File: src/rtl/cnn_pkg.sv
// Shared CNN accelerator types and constants.
// Used by the weight-load sequencer and the buffer select decoders.
package cnn_pkg;

  localparam int unsigned CNN_MAX_FILTERS = 32;
  localparam int unsigned CNN_AXI_ELEMS   = 2;

  typedef enum logic [1:0] {
    WLS_IDLE = 2'd0,
    WLS_LOAD = 2'd1,
    WLS_DONE = 2'd2
  } wls_state_t;

endpackage

File: src/rtl/onehot_dec.sv
// Index to one-hot decoder, gated by an enable.
// Shared by the weight and image buffer selects.
module onehot_dec #(
  parameter int unsigned N  = 32,
  parameter int unsigned IW = 6
) (
  input  logic          en_i,
  input  logic [IW-1:0] idx_i,
  output logic [N-1:0]  oh_o
);

  always_comb begin
    oh_o = '0;
    for (int unsigned i = 0; i < N; i++) begin
      oh_o[i] = en_i && (32'(idx_i) == i);
    end
  end

endmodule

File: src/rtl/weight_load_seq.sv
// Weight-load sequencer: steers the AXI weight stream into per-filter buffers.
// Optional write backpressure via `WLS_BACKPRESSURE_EN (adds wr_ready_i).
module weight_load_seq
  import cnn_pkg::*;
#(
  parameter int unsigned MAX_FILTERS = CNN_MAX_FILTERS,
  parameter int unsigned ELEM_W      = 16
) (
  input  logic                              clk,
  input  logic                              rst,
  input  logic                              start_i,
  input  logic [5:0]                        n_filters_i,
  input  logic [5:0]                        n_elem_i,
  input  logic                              abort_i,
  input  logic                              s_valid_i,
  input  logic [CNN_AXI_ELEMS*ELEM_W-1:0]   s_data_i,
  output logic                              s_ready_o,
`ifdef WLS_BACKPRESSURE_EN
  input  logic                              wr_ready_i,
`endif
  output logic                              wr_valid_o,
  output logic [CNN_AXI_ELEMS*ELEM_W-1:0]   wr_data_o,
  output logic [1:0]                        wr_mask_o,
  output logic [MAX_FILTERS-1:0]            weight_en_o,
  output logic                              busy_o,
  output logic                              done_o,
  output logic                              err_o
);

  localparam int unsigned DW = CNN_AXI_ELEMS * ELEM_W;

  wls_state_t state_q, state_d;

  logic [5:0]    nf_q, nf_d;
  logic [5:0]    ne_q, ne_d;
  logic [5:0]    filt_q, filt_d;
  logic [5:0]    elem_q, elem_d;
  logic [5:0]    idx_q, idx_d;
  logic          vld_q, vld_d;
  logic [DW-1:0] data_q, data_d;
  logic [1:0]    mask_q, mask_d;
  logic          done_q, done_d;
  logic          err_q, err_d;

  logic       wr_free;
  logic       in_load;
  logic       accept;
  logic       cfg_bad;
  logic       tail;
  logic [5:0] elem_inc;
  logic [5:0] filt_inc;

`ifdef WLS_BACKPRESSURE_EN
  assign wr_free = !vld_q || wr_ready_i;
`else
  assign wr_free = 1'b1;
`endif

  assign in_load  = (state_q == WLS_LOAD);
  assign s_ready_o = in_load && wr_free;
  assign accept   = s_valid_i && s_ready_o && !abort_i;

  assign cfg_bad = (n_filters_i == 6'd0)
                || (32'(n_filters_i) > MAX_FILTERS)
                || (n_elem_i == 6'd0);

  // Odd tail: only lane 0 belongs to this filter.
  assign tail     = (ne_q - elem_q) == 6'd1;
  assign elem_inc = elem_q + (tail ? 6'd1 : 6'd2);
  assign filt_inc = filt_q + 6'd1;

  always_comb begin
    state_d = state_q;
    nf_d    = nf_q;
    ne_d    = ne_q;
    filt_d  = filt_q;
    elem_d  = elem_q;
    idx_d   = idx_q;
    data_d  = data_q;
    mask_d  = mask_q;
    vld_d   = vld_q && !wr_free;
    done_d  = 1'b0;
    err_d   = 1'b0;
    if (abort_i) begin
      state_d = WLS_IDLE;
      filt_d  = '0;
      elem_d  = '0;
      vld_d   = 1'b0;
    end else begin
      unique case (state_q)
        WLS_IDLE: begin
          if (start_i && cfg_bad) begin
            err_d = 1'b1;
          end else if (start_i) begin
            nf_d    = n_filters_i;
            ne_d    = n_elem_i;
            filt_d  = '0;
            elem_d  = '0;
            state_d = WLS_LOAD;
          end
        end
        WLS_LOAD: begin
          if (accept) begin
            vld_d  = 1'b1;
            data_d = s_data_i;
            idx_d  = filt_q;
            mask_d = tail ? 2'b01 : 2'b11;
            if (elem_inc == ne_q) begin
              elem_d = '0;
              filt_d = filt_inc;
              if (filt_inc == nf_q) state_d = WLS_DONE;
            end else begin
              elem_d = elem_inc;
            end
          end
        end
        WLS_DONE: begin
          if (wr_free) begin
            done_d  = 1'b1;
            state_d = WLS_IDLE;
          end
        end
        default: state_d = WLS_IDLE;
      endcase
    end
  end

  always_ff @(posedge clk or posedge rst) begin
    if (rst) begin
      state_q <= WLS_IDLE;
      nf_q    <= '0;
      ne_q    <= '0;
      filt_q  <= '0;
      elem_q  <= '0;
      idx_q   <= '0;
      vld_q   <= 1'b0;
      data_q  <= '0;
      mask_q  <= '0;
      done_q  <= 1'b0;
      err_q   <= 1'b0;
    end else begin
      state_q <= state_d;
      nf_q    <= nf_d;
      ne_q    <= ne_d;
      filt_q  <= filt_d;
      elem_q  <= elem_d;
      idx_q   <= idx_d;
      vld_q   <= vld_d;
      data_q  <= data_d;
      mask_q  <= mask_d;
      done_q  <= done_d;
      err_q   <= err_d;
    end
  end

  onehot_dec #(
    .N  (MAX_FILTERS),
    .IW (6)
  ) u_sel (
    .en_i  (vld_q),
    .idx_i (idx_q),
    .oh_o  (weight_en_o)
  );

  assign wr_valid_o = vld_q;
  assign wr_data_o  = data_q;
  assign wr_mask_o  = mask_q;
  assign busy_o     = in_load;
  assign done_o     = done_q;
  assign err_o      = err_q;

endmodule

File: config.mk
export PLATFORM = sky130hd
export DESIGN_NAME = weight_load_seq
export DESIGN_NICKNAME = d
export VERILOG_FILES = /design/src/rtl/cnn_pkg.sv /design/src/rtl/onehot_dec.sv /design/src/rtl/weight_load_seq.sv
export SDC_FILE = /design/constraint.sdc
export NUM_CORES = 1
export LEC_CHECK = 0
export BUFFER_PORTS_ARGS = -buffer_cell sky130_fd_sc_hd__buf_2
export CORE_MARGIN = 2
export CORE_UTILIZATION = 55
export CTS_CLUSTER_SIZE = 25
export DETAILED_ROUTE_END_ITERATION = 16
export MAX_ROUTING_LAYER = met4
export PLACE_DENSITY = 0.85
export SLEW_MARGIN = 20
export SYNTH_ARGS = -nofsm -noshare
export SYNTH_HDL_FRONTEND = slang
export SYNTH_SLANG_ARGS = --single-unit
File: constraint.sdc
create_clock -name clk -period 8.75 [get_ports clk]
set_clock_uncertainty 0.05 [all_clocks]
set_input_delay 1.75 -clock clk [delete_from_list [all_inputs] [get_ports clk]]
set_output_delay 1.75 -clock clk [all_outputs]
set_load 0.02 [all_outputs]
==> out/metrics.cfg <==
[run_status]
outcome=finished clean

[critical_path]
end_kind=flop
critPathRequiredTime_ns=8.93
critPathLaunchType=flop
path_class=reg2reg
slowest_stage=dfrtp_1
arrival_ns=5.02
cp_cell_sequence=inv_1 -> ha_1 -> nor2b_1 -> o21ai_0 -> nor4b_1 -> a311o_1 -> and3_1 -> ha_1 -> inv_1 -> fa_1 -> or3_1 -> a22oi_1 -> a211o_1 -> a221oi_1 -> a211o_1
critPathMaxStageDelay_ns=0.54
cp_max_fo=11

[global_route]
antenna_found_initial=0
grt_pass1_wl_um=14100
overflow=0
grt_max_degree=70
grt_util_all_layers=0.242
grt_pass1_vias=3014

[detailed_routing]
wl_um=9150
firstDrtPassIters=6
detailedRoute.firstIterationViolations=311
drc=0
ant_nets=0
via_per_inst=5.64
wl_per_cell_um=16.0
via_count=3225

[power_and_ir_drop]
powerDensity_nw_per_um2=323
finalPower_mw=1.51
leakage_nw=2.20
peakVddDrop_uv=235

[timing]
fin_crit_sh=0.554
max_slew_margin=0.260
fin_ws_ns=3.91
hold_viol=0
tns_ns=0
tightest_slew_ns=1.11
rsz0062_at_grt=false
whs_ns=0.422
finalSetupViolCount=0
max_freq_mhz=206
slew_viol_final=0
period_minus_slack_ns=4.84

[logic_synthesis]
async_flop_share=1.00
synth_nets=417
yosysTopAreaCell=dfrtp_1
synth_top_area_share=0.448
synth_area_leaders=dfrtp_1, mux2_2, nor2_1, ha_1, nand2_1
yosys.cell_types.count=57
ys_seq_area_frac=0.448
ys.flop_type=dfrtp_1
netlist_area_sq_um=3850
synthCells=358
avgSynthCellArea_sq_um=10.8
ys_ff_latch=69
synth_edf_count=0
yosys_warnings=0

[floorplanning]
die_h_um=87.7
core_area_sq_um=6790
rows=30
die_w_um=87.7
boundaryPins=120
start_util=0.567
dieArea_sq_um=7690

[place]
gp_congestion=0.900
port_buffers=119
place_ws_ns=4.03
dp_hpwl_um=6830

[cts]
cts_tree=built
clock-root-buffer=clkbuf_8
clk_path_buf_depth=2
post_cts_buffers=0
clkTransAtPathRegs_ns=0.07
clk_latency_ns=0.34
cts_resized=0
cts_buffers=9
cts_hold_buf=0
cts.sinks=69
cts_max_level=3

[cells_and_area]
mostFrequentLayoutCells=buf_2, dfrtp_1, mux2_2, nor2_1, nand2_1
antenna_cells=0
syn2layout_area_growth_pct=21.3
nets=531
seqCellArea_sq_um=1730
layout-drive-gt1-share=0.424
fill_cells=505
postLayoutCoreUtil=0.687
layout_commonest_cell=buf_2
multi_input_area_sq_um=1980

[min_path]
hold_class=reg2reg

[job]
max-cap-violations=0

## per-stage QoR
stage	cell area, sq um	cells
6_report	4670	572
5_1_grt	4670	572
3_3_place_gp	4480	557
3_5_place_dp	4480	557
4_1_cts	4670	572
2_1_floorplan	3850	358
## layer usage
metal | vias to the layer above | wire length (um) | track usage
li1 | 1516 | - | -
met1 | 1537 | 3790 | 0.295
met2 | 151 | 4610 | 0.406
met3 | 21 | 577 | 0.0339
met4 | 0 | 182 | 0.0993
met5 | - | 0 | -
## logic make-up after synthesis
kind of cell,synth area share
simple gates,0.172
flops,0.448
compound gates,0.118
mux,0.151
buf+inv,0.0377
xor+xnor,0.0361
fa+ha+maj,0.0364
## final timing paths
| check | startpoint | endpoint | slack [ns] | depth (start not counted) |
|---|---|---|---|---|
| max in group asynchronous | rst | filt_q[5] | 6.51 | 3 |
| worst min register to register | wr_mask_o[0] | wr_mask_o[0] | 0.42 | 1 |
| min in group asynchronous | rst | wr_data_o[22] | 1.59 | 3 |
| worst min-delay path | wr_mask_o[0] | wr_mask_o[0] | 0.42 | 1 |
| worst max register to register | elem_q[2] | elem_q[4] | 3.91 | 15 |
| worst max-delay path | elem_q[2] | elem_q[4] | 3.91 | 15 |
## synthesized netlist by cell type (2+ instances only)
cell type / n
a2111oi_0: 3
a211o_1: 5
a21oi_1: 7
a221oi_2: 5
a311oi_1: 3
and2_1: 3
and3_1: 4
buf_2: 8
buf_4: 3
clkbuf_1: 5
dfrtp_1: 69
fa_1: 2
ha_1: 8
inv_1: 14
mux2_2: 50
mux2i_1: 2
nand2_1: 21
nand2b_1: 5
nand3_1: 9
nand4_1: 6
nor2_1: 42
nor2b_1: 7
nor3_1: 7
nor3b_1: 4
nor4_1: 4
o211ai_1: 2
o21a_1: 2
o21ai_0: 7
o31a_1: 2
o31ai_1: 2
or2_2: 4
or3_1: 6
xnor2_1: 9
xor2_1: 5
## state kept, by name, summed over array words and instances, names as in the netlist
signal      cells
done_o          1
elem_q          6
err_o           1
filt_q          6
idx_q           6
ne_q            6
nf_q            6
state_q         2
wr_data_o      32
wr_mask_o       2
wr_valid_o      1
## where the power goes
group | switching [mW] | total, mW | internal (mW) | leakage, nW
logic | 0.416 | 0.711 | 0.295 | 1.25
clock network | 0.121 | 0.251 | 0.130 | 0.0950
registers | 0.102 | 0.545 | 0.443 | 0.854
## critical path, delay by kind of cell, from the launching register on
family | cells | cell delay, ns
AOI/OAI and AO/OA | 6 | 1.83
adders and majority gates | 3 | 1.03
buffers and inverters | 2 | 0.23
and+or+nand+nor | 4 | 1.05
DFF | 1 | 0.54
## cell type report
cell class	count	area share
multi-input cells	258	0.424
flip-flops and latches	69	0.370
repair buffers	120	0.129
clock buffers	9	0.0265
well taps	96	0.0257
clock inverters	6	0.0139
inverters	14	0.0113
(Power assumes the default switching activity.)
